## config.mk

```make
export PLATFORM = sky130hd
export DESIGN_NAME = pipemem_stage_flat
export DESIGN_NICKNAME = d
export VERILOG_FILES = /design/src/rtl/pipemem_stage_if.sv /design/src/rtl/pipemem_stage.sv /design/src/flat_wrapper.sv
export SDC_FILE = /design/constraint.sdc
export NUM_CORES = 1
export LEC_CHECK = 0
export CORE_UTILIZATION = 38
export DETAILED_ROUTE_END_ITERATION = 12
export GPL_ROUTABILITY_DRIVEN = 0
export GPL_TIMING_DRIVEN = 0
export PLACE_DENSITY_LB_ADDON = 0.25
export SLEW_MARGIN = 5
export SYNTH_ARGS = -nofsm -noshare
export SYNTH_HDL_FRONTEND = slang
export SYNTH_SLANG_ARGS = --single-unit
```

## constraint.sdc

```tcl
create_clock -name clock -period 2.09 [get_ports clock]
set_input_delay 0.5225 -clock clock [delete_from_list [all_inputs] [get_ports clock]]
set_output_delay 0.5225 -clock clock [all_outputs]
set_load 0.05 [all_outputs]
```

## src/rtl/pipemem_stage_if.sv

```systemverilog
// Data-memory bus between the MEM pipeline stage and the external data memory.
// The stage drives the request side; the memory answers with read data and a one-cycle ack.
interface pipemem_stage_if;
  logic        mem_req;
  logic        mem_we;
  logic [31:0] mem_addr;
  logic [31:0] mem_wdata;
  logic [31:0] mem_rdata;
  logic        mem_ack;

  modport master (
    output mem_req,
    output mem_we,
    output mem_addr,
    output mem_wdata,
    input  mem_rdata,
    input  mem_ack
  );

  modport slave (
    input  mem_req,
    input  mem_we,
    input  mem_addr,
    input  mem_wdata,
    output mem_rdata,
    output mem_ack
  );
endinterface

```

## src/rtl/pipemem_stage.sv

```systemverilog
// EXE/MEM pipeline register merged with the data-memory req/ack controller.
// The upstream pipeline is held through mstall while a load or store is outstanding.
module pipemem_stage #(
  parameter int TIMEOUT = 16,
  parameter int CW      = 5
) (
  input  logic                 clock,
  input  logic                 reset,
  input  logic                 ewreg,
  input  logic                 em2reg,
  input  logic                 ewmem,
  input  logic [31:0]          ealu,
  input  logic [31:0]          eb,
  input  logic [4:0]           ern,
  pipemem_stage_if.master      mem,
  output logic                 mwreg,
  output logic                 mm2reg,
  output logic [31:0]          malu,
  output logic [31:0]          mmo,
  output logic [4:0]           mrn,
  output logic                 mstall,
  output logic                 merr
);

  typedef enum logic [1:0] {
    ST_IDLE = 2'd0,
    ST_REQ  = 2'd1,
    ST_DONE = 2'd2
  } state_t;

  localparam bit            TO_EN = (TIMEOUT != 0);
  localparam logic [CW-1:0] TLAST = CW'(TIMEOUT - 1);

  state_t        state_r;
  state_t        state_s;
  logic [CW-1:0] cnt_r;
  logic [CW-1:0] cnt_s;
  logic          req_r;
  logic          req_s;
  logic [31:0]   mmo_r;
  logic [31:0]   mmo_s;
  logic          merr_r;
  logic          merr_s;
  logic          capture_s;

  logic          wreg_r;
  logic          m2reg_r;
  logic          wmem_r;
  logic [31:0]   alu_r;
  logic [31:0]   b_r;
  logic [4:0]    rn_r;

  // Next-state, timeout counter, load-data and error-flag logic.
  always_comb begin
    state_s   = state_r;
    cnt_s     = cnt_r;
    mmo_s     = mmo_r;
    merr_s    = merr_r;
    capture_s = 1'b0;
    case (state_r)
      ST_IDLE, ST_DONE: begin
        // Not stalled: a new instruction enters M this edge; DONE may chain straight into REQ.
        capture_s = 1'b1;
        cnt_s     = {CW{1'b0}};
        if (em2reg || ewmem) begin
          state_s = ST_REQ;
        end else begin
          state_s = ST_IDLE;
        end
      end
      ST_REQ: begin
        if (mem.mem_ack) begin
          state_s = ST_DONE;
          if (m2reg_r) begin
            mmo_s = mem.mem_rdata;
          end else begin
            mmo_s = mmo_r;
          end
        end else if (TO_EN && (cnt_r == TLAST)) begin
          // Forced completion: a timed-out load returns zero rather than stale data.
          state_s = ST_DONE;
          merr_s  = 1'b1;
          if (m2reg_r) begin
            mmo_s = 32'h0000_0000;
          end else begin
            mmo_s = mmo_r;
          end
        end else begin
          state_s = ST_REQ;
          cnt_s   = cnt_r + CW'(1);
        end
      end
      default: begin
        state_s   = ST_IDLE;
        cnt_s     = {CW{1'b0}};
        capture_s = 1'b0;
      end
    endcase
    req_s = (state_s == ST_REQ);
  end

  // Controller registers: state, counter, request/stall flag, load data, sticky error.
  always_ff @(posedge clock) begin
    if (reset) begin
      state_r <= ST_IDLE;
      cnt_r   <= {CW{1'b0}};
      req_r   <= 1'b0;
      mmo_r   <= 32'h0000_0000;
      merr_r  <= 1'b0;
    end else begin
      state_r <= state_s;
      cnt_r   <= cnt_s;
      req_r   <= req_s;
      mmo_r   <= mmo_s;
      merr_r  <= merr_s;
    end
  end

  // EXE/MEM pipeline register; frozen while a memory access is outstanding.
  always_ff @(posedge clock) begin
    if (reset) begin
      wreg_r  <= 1'b0;
      m2reg_r <= 1'b0;
      wmem_r  <= 1'b0;
      alu_r   <= 32'h0000_0000;
      b_r     <= 32'h0000_0000;
      rn_r    <= 5'd0;
    end else if (capture_s) begin
      wreg_r  <= ewreg;
      m2reg_r <= em2reg;
      wmem_r  <= ewmem;
      alu_r   <= ealu;
      b_r     <= eb;
      rn_r    <= ern;
    end else begin
      wreg_r  <= wreg_r;
      m2reg_r <= m2reg_r;
      wmem_r  <= wmem_r;
      alu_r   <= alu_r;
      b_r     <= b_r;
      rn_r    <= rn_r;
    end
  end

  assign mem.mem_req   = req_r;
  assign mem.mem_we    = wmem_r;
  assign mem.mem_addr  = alu_r;
  assign mem.mem_wdata = b_r;

  // WB must not commit a load until its data has landed, so the write enable is masked by the stall.
  assign mwreg  = wreg_r & ~req_r;
  assign mm2reg = m2reg_r;
  assign malu   = alu_r;
  assign mmo    = mmo_r;
  assign mrn    = rn_r;
  assign mstall = req_r;
  assign merr   = merr_r;

endmodule
```

## src/flat_wrapper.sv

```systemverilog
// flat-port wrapper written by rule: the top's interface ports become plain ports
module pipemem_stage_flat 
#(
  parameter int TIMEOUT = 16,
  parameter int CW      = 5
)
  (clock, reset, ewreg, em2reg, ewmem, ealu, eb, ern, mwreg, mm2reg, malu, mmo, mrn, mstall, merr, mem_mem_req, mem_mem_we, mem_mem_addr, mem_mem_wdata, mem_mem_rdata, mem_mem_ack);
  pipemem_stage_if mem_i ();
  input  logic clock;
  input  logic reset;
  input  logic ewreg;
  input  logic em2reg;
  input  logic ewmem;
  input  logic [31:0] ealu;
  input  logic [31:0] eb;
  input  logic [4:0] ern;
  output logic mwreg;
  output logic mm2reg;
  output logic [31:0] malu;
  output logic [31:0] mmo;
  output logic [4:0] mrn;
  output logic mstall;
  output logic merr;
  output wire logic [$bits(mem_i.mem_req)-1:0] mem_mem_req;
  output wire logic [$bits(mem_i.mem_we)-1:0] mem_mem_we;
  output wire logic [$bits(mem_i.mem_addr)-1:0] mem_mem_addr;
  output wire logic [$bits(mem_i.mem_wdata)-1:0] mem_mem_wdata;
  input wire logic [$bits(mem_i.mem_rdata)-1:0] mem_mem_rdata;
  input wire logic [$bits(mem_i.mem_ack)-1:0] mem_mem_ack;
  assign mem_mem_req = mem_i.mem_req;
  assign mem_mem_we = mem_i.mem_we;
  assign mem_mem_addr = mem_i.mem_addr;
  assign mem_mem_wdata = mem_i.mem_wdata;
  assign mem_i.mem_rdata = mem_mem_rdata;
  assign mem_i.mem_ack = mem_mem_ack;
  pipemem_stage #(.TIMEOUT(TIMEOUT), .CW(CW)) u_core (.clock(clock), .reset(reset), .ewreg(ewreg), .em2reg(em2reg), .ewmem(ewmem), .ealu(ealu), .eb(eb), .ern(ern), .mem(mem_i), .mwreg(mwreg), .mm2reg(mm2reg), .malu(malu), .mmo(mmo), .mrn(mrn), .mstall(mstall), .merr(merr));
endmodule
```

==> flow_summary.toml, run 1 <==
[routing]
wl_per_cell_um = 15.0
wirelength_mm = 13.0
drc = 0
num_vias = 4142
drtIter0Drc = 131
via_per_inst = 4.77
antenna_left = 0
drt_first_pass_iters = 7

[critical_path]
r2r_cells = 7
cp_max_fo = 2
r2r_end = "u_core.mmo[17]$_SDFFE_PP0P_"
critPathArrivalTime_ns = 1.52
critPathCaptureType = "output pin"
worstPathCellList = "clkdlybuf4s50_1"
start_kind = "register"
critPathTopFamily = "buffers and inverters"
max_stage_delay_ns = 0.80
r2r_start = "u_core.cnt_r[0]$_SDFFE_PP0P_"
worstSetupPathType = "reg2out"
cp_data_required_time_ns = 1.57
cp_slowest_cell = "clkdlybuf4s50_1"
cp_num_buf_inv = 1
r2r_slack_ns = 0.24

[sta]
min_period_ns = 2.05
worstMarginPinSlew_ns = 0.558
final_hold_viol_count = 0
tns_ns = 0
fin_hold_ws_ns = 0.402
relSlewSlack_pct = 62.8
layout_setup_ws_ns = 0.0449
slew_viol_final = 0
timing.fmax_mhz = 489
clock_skew_ns = 0.0107
finalCritPeriodShare_pct = 97.9
finalSetupViolCount = 0
rsz0062_at_grt = "false"

[clocking]
cts_num_sinks = 113
cts-buffers-inserted = 17
clk_latency_ns = 0.40
clockRootBuffer = "clkbuf_16"
cts_tree = "done"
cts_setup_buffers = 0
cts_buffer_depth = 2
clkTransAtPathRegs_ns = 0.05
h-tree-depth = 4

[power]
power.density_nw_per_um2 = 855
clkPwrFrac_pct = 41.4
p_leak_uw = 0.00401
pwr-share-seq_pct = 36.5
switching_power_uw = 1870
power.internal_uw = 4570
ir_drop_uv = 544
share_comb_of_total_power_pct = 22.0
switching_share_pct = 29.1

[global_route]
grtUsageTotal_pct = 21.5
antenna_found_initial = 0
grt_first_pass_wirelength_mm = 19.4
grt_pass1_vias = 4108
overflow = 0
grt_max_degree = 17

[cells_and_area]
num_antenna_cells = 0
area_growth_pct = 72.0
nNetsFinal = 825
final_cells = 868
fillerInstances = 844
drive_gt1_share_pct = 11.5

[logic_synthesis]
yosysWarnings = 0
syn_inst = 454
synthSimpleGateAreaFrac_pct = 12.3
synth_area_sq_um = 4380
ys_seq_area_share_pct = 51.7
synth_edf_count = 0
synth_compound_area_share_pct = 8.49
netlist.area_leader.share_pct = 51.7
yosysMostFrequentCell = "dfxtp_1"
synth_top_family_by_area = "multiplexers"
yosys_most_used_dff = "dfxtp_1"
synthMuxAreaShare_pct = 16.5
synthTopCellsByCount = "dfxtp_1, nor2_1, mux2i_1"
syn_nets = 563
synth_cell_types = 29
synthXorXnorAreaFrac_pct = 0.400
ys_seq_elements = 113
synthTopCellsByArea = "dfxtp_1, mux2i_1, buf_4, nor2_1, a21oi_1"
avgSynthCellArea_sq_um = 9.65
synth_async_sr_flop_share_pct = 0
synth_largest_area_cell = "dfxtp_1"
synthAdderAreaFrac_pct = 0.571

[die]
rows = 38
core_area_sq_um = 11000
die_x_um = 109
ios = 246
start_util_pct = 39.7
die_h_um = 109
die_area_sq_um = 12000

[placed_design]
detailedPlace.worstSlack_ns = 0.179
placed_cells = 837
portBuffers = 243
dpl.hpwl_mm = 9.71

[job]
cap_violations = 0

[status]
status = "finished clean"

[worst_hold_path]
hold_path_end = "u_core.merr$_SDFFE_PP0P_"
min_path_type = "in2reg"
worstHoldStart = "mem_mem_ack"
whs_path_depth = 2
[routing by layer]
metal / routed length (um) / vias to the layer above / global-route usage, %
met5: 0 / - / 0
met4: 278 / 0 / 8.57
met3: 1280 / 24 / 9.90
met2: 6640 / 189 / 38.3
met1: 4830 / 1904 / 21.6
li1: - / 2025 / -
[power groups by stage]
stage,registers (uW),clock network (uW),logic (uW)
floorplan,2770,0,541
global placement,2390,0,1490
detailed placement,2400,0,1510
CTS,2350,2720,1430
global route,2360,2850,1490
finish,2350,2670,1420
[sequential cells by signal, summed over array words and instances (netlist names)]
signal                count
u_core.malu              32
u_core.mem.mem_wdata     32
u_core.wreg_r             1
u_core.mrn                5
u_core.mem.mem_we         1
u_core.mm2reg             1
u_core.state_r            2
u_core.mmo               32
u_core.cnt_r              5
u_core.merr               1
u_core.mem.mem_req        1
[cells in the final DEF, fill, tap and decap left out, types with 3 or more instances in the layout]
cell	instances
clkbuf_8	4
nand3_1	33
dlymetal6s2s_1	42
buf_1	4
nor2_1	76
dfxtp_1	113
nor3_1	3
mux2i_1	72
buf_2	9
clkbuf_2	3
clkbuf_1	16
dlygate4sd2_1	92
a21oi_1	34
clkbuf_16	17
o21ai_0	33
buf_4	40
clkdlybuf4s50_1	109
clkinv_2	5
inv_1	3
[repair_timing]
item / CTS / global route
resized for setup: 92 / 43
hold buffers: 0 / 0
setup endpoints to repair: 92 / 45
[final cells by class]
class                           instances  area (sq um)  area share, %
Timing Repair Buffer                  243          2420           32.2
Sequential cell                       113          2260           30.0
Multi-Input combinational cell        269          1680           22.3
Clock inverter                          6          55.1          0.731
Tap cell                              140           175           2.33
Buffer                                 69           432           5.73
Inverter                                3          11.3          0.150
Clock buffer                           25           495           6.58
[cells by family (layout without fill, tap and decap cells)]
kind of cell	count (synthesis)	count (layout)
buf+inv	72	346
simple gates	123	123
compound gates	70	70
mux	72	72
flops	113	113
xor+xnor	2	2
fa+ha+maj	2	2
[worst max path at each step]
| stage | startpoint | endpoint | cells after the start |
|---|---|---|---|
| 5_1_grt | u_core.mmo[18]$_SDFFE_PP0P_ | mmo[18] | 1 |
| 6_report | u_core.mrn[0]$_SDFFE_PP0P_ | mrn[0] | 1 |
| 3_5_place_dp | u_core.cnt_r[0]$_SDFFE_PP0P_ | u_core.mmo[6]$_SDFFE_PP0P_ | 7 |
| 3_3_place_gp | u_core.cnt_r[0]$_SDFFE_PP0P_ | u_core.mmo[16]$_SDFFE_PP0P_ | 7 |
| 2_1_floorplan | u_core.mem.mem_req$_SDFF_PP0_ | mwreg | 1 |
| 4_1_cts | u_core.mem.mem_wdata[17]$_SDFFE_PP0P_ | mem_mem_wdata[17] | 1 |
[per-stage QoR]
step / total power, uW / util [%] / area [sq um]
after floorplan: 3320 / - / 4380
after detailed placement: 3900 / 63.3 / 6990
after CTS: 6500 / 67.3 / 7420
after global placement: 3880 / 63.3 / 6990
final: 6440 / 68.3 / 7530
after global routing: 6700 / 68.3 / 7530
[worst reg2reg max path, cell delays in order (launching register included)]
cell and delay [ns]:
dfxtp_1 0.33, ha_1 0.22, and3_1 0.19, ha_1 0.25, nor2_4 0.26, clkbuf_2 0.25, o21ai_0 0.14, a21oi_1 0.14
(Power assumes the default switching activity.)
==> inputs of run 2 (changes only) <==
CORE_ASPECT_RATIO = 1.5   (was unset)
==> flow_summary.toml, run 2 (synthesis results as in run 1) <==
[critical_path]
worstSetupPathType = "reg2out"
r2r_end = "u_core.mmo[11]$_SDFFE_PP0P_"
critPathCaptureType = "output pin"
cp_slowest_cell = "clkdlybuf4s50_1"
critPathArrivalTime_ns = 1.54
start_kind = "register"
r2r_slack_ns = 0.24
worstPathCellList = "clkdlybuf4s50_1"
cp_data_required_time_ns = 1.57
critPathTopFamily = "buffers and inverters"
crit_start = "u_core.mrn[0]$_SDFFE_PP0P_"
cp_max_fo = 2
cp_num_buf_inv = 1
r2r_start = "u_core.cnt_r[0]$_SDFFE_PP0P_"
max_stage_delay_ns = 0.81
r2r_cells = 7

[sta]
timing.fmax_mhz = 486
rsz0062_at_grt = "false"
layout_setup_ws_ns = 0.0311
finalSetupViolCount = 0
tns_ns = 0
clock_skew_ns = 0.00922
final_hold_viol_count = 0
finalCritPeriodShare_pct = 98.5
relSlewSlack_pct = 63.8
min_period_ns = 2.06
worstMarginPinSlew_ns = 0.542
slew_viol_final = 0

[job]
cap_violations = 0

[power]
p_leak_uw = 0.00396
power.density_nw_per_um2 = 834
ir_drop_uv = 591

[worst_hold_path]
hold_path_end = "u_core.merr$_SDFFE_PP0P_"
whs_path_depth = 2
min_path_type = "in2reg"
worstHoldStart = "mem_mem_ack"

[cells_and_area]
fillerInstances = 947
final_cell_mix = "clkdlybuf4s50_1, dfxtp_1, dlygate4sd2_1, nor2_1, mux2i_1"
num_antenna_cells = 0
final_cells = 873
drive_gt1_share_pct = 11.6
area_growth_pct = 71.4
nNetsFinal = 825
final_common_cell = "clkdlybuf4s50_1"

[clocking]
cts_setup_buffers = 0
cts_buffer_depth = 2
h-tree-depth = 4
cts_num_sinks = 113
clkTransAtPathRegs_ns = 0.05
clk_latency_ns = 0.40
cts-buffers-inserted = 17
clockRootBuffer = "clkbuf_16"
cts_tree = "done"

[routing]
num_vias = 4094
antenna_left = 0
drtIter0Drc = 151
wl_per_cell_um = 14.5
drc = 0
drt_first_pass_iters = 4
via_per_inst = 4.69
wirelength_mm = 12.6

[placed_design]
placed_cells = 844
portBuffers = 243
detailedPlace.worstSlack_ns = 0.127
dpl.hpwl_mm = 9.59

[die]
ios = 246
rows = 47
die_h_um = 133
die_area_sq_um = 12000
start_util_pct = 39.4
die_x_um = 89.7
core_area_sq_um = 11100

[global_route]
grt_max_degree = 17
grt_first_pass_wirelength_mm = 18.8
overflow = 0
antenna_found_initial = 0
grtUsageTotal_pct = 20.8
grt_pass1_vias = 4032

[status]
status = "finished clean"
run 2: cell count changes in the layout (fill, tap and decap cells not counted), sizes merged:
| cell | delta |
|---|---|
| bufinv | -1 |
| clkbuf | -3 |
| clkdlybuf4s50 | +7 |
| clkinv | +1 |
| clkinvlp | +1 |
| dlygate4sd2 | -6 |
| dlymetal6s2s | -1 |
run 2: area by class of cell:
| type | count | area, sq um | area share [%] |
|---|---|---|---|
| Sequential cell | 113 | 2260 | 30.1 |
| Inverter | 3 | 11.3 | 0.150 |
| Tap cell | 147 | 184 | 2.45 |
| Clock inverter | 7 | 37.5 | 0.500 |
| Buffer | 69 | 432 | 5.75 |
| Multi-Input combinational cell | 269 | 1680 | 22.4 |
| Timing Repair Buffer | 243 | 2430 | 32.3 |
| Clock buffer | 22 | 474 | 6.32 |
run 2: report_power, final:
| part | switching [uW] | total, uW | internal [uW] |
|---|---|---|---|
| Sequential | 68.9 | 2350 | 2280 |
| Combinational | 870 | 1420 | 550 |
| Clock | 926 | 2500 | 1570 |
| Total | 1860 | 6260 | 4400 |
run 2: how the worst max path moves through the flow:
stage                                  end  slack [ns]  depth (start not counted)
6_report                            mrn[0]        0.03                          1
3_3_place_gp   u_core.mmo[17]$_SDFFE_PP0P_        0.24                          7
4_1_cts                             mmo[8]     0.00001                          1
2_1_floorplan                        mwreg        0.33                          1
3_5_place_dp   u_core.mmo[11]$_SDFFE_PP0P_        0.13                          7
5_1_grt                             mrn[0]       0.001                          1
run 2: through the flow:
step / hold WS (ns) / total power [uW] / cell area (sq um) / util, %
after CTS: 0.387 / 6330 / 7400 / 66.6
after global routing: 0.402 / 6480 / 7510 / 67.5
after global placement: 0.458 / 3880 / 7000 / 62.9
after detailed placement: 0.465 / 3900 / 7000 / 62.9
after floorplan: 0.454 / 3320 / 4380 / -
final: 0.411 / 6260 / 7510 / 67.5
run 2: layer usage:
layer / vias up / track usage (%) / share of wire, %
met2: 185 / 37.8 / 53
met5: - / 0 / 0
met4: 0 / 9.70 / 3.0
li1: 2024 / - / -
met3: 26 / 6.82 / 7.1
met1: 1859 / 20.5 / 37
run 2: repair_timing:
item,4_1_cts,5_1_grt
hold buffers,0,0
setup endpoints to repair,86,61
pin swaps,0,0
resized for setup,86,42
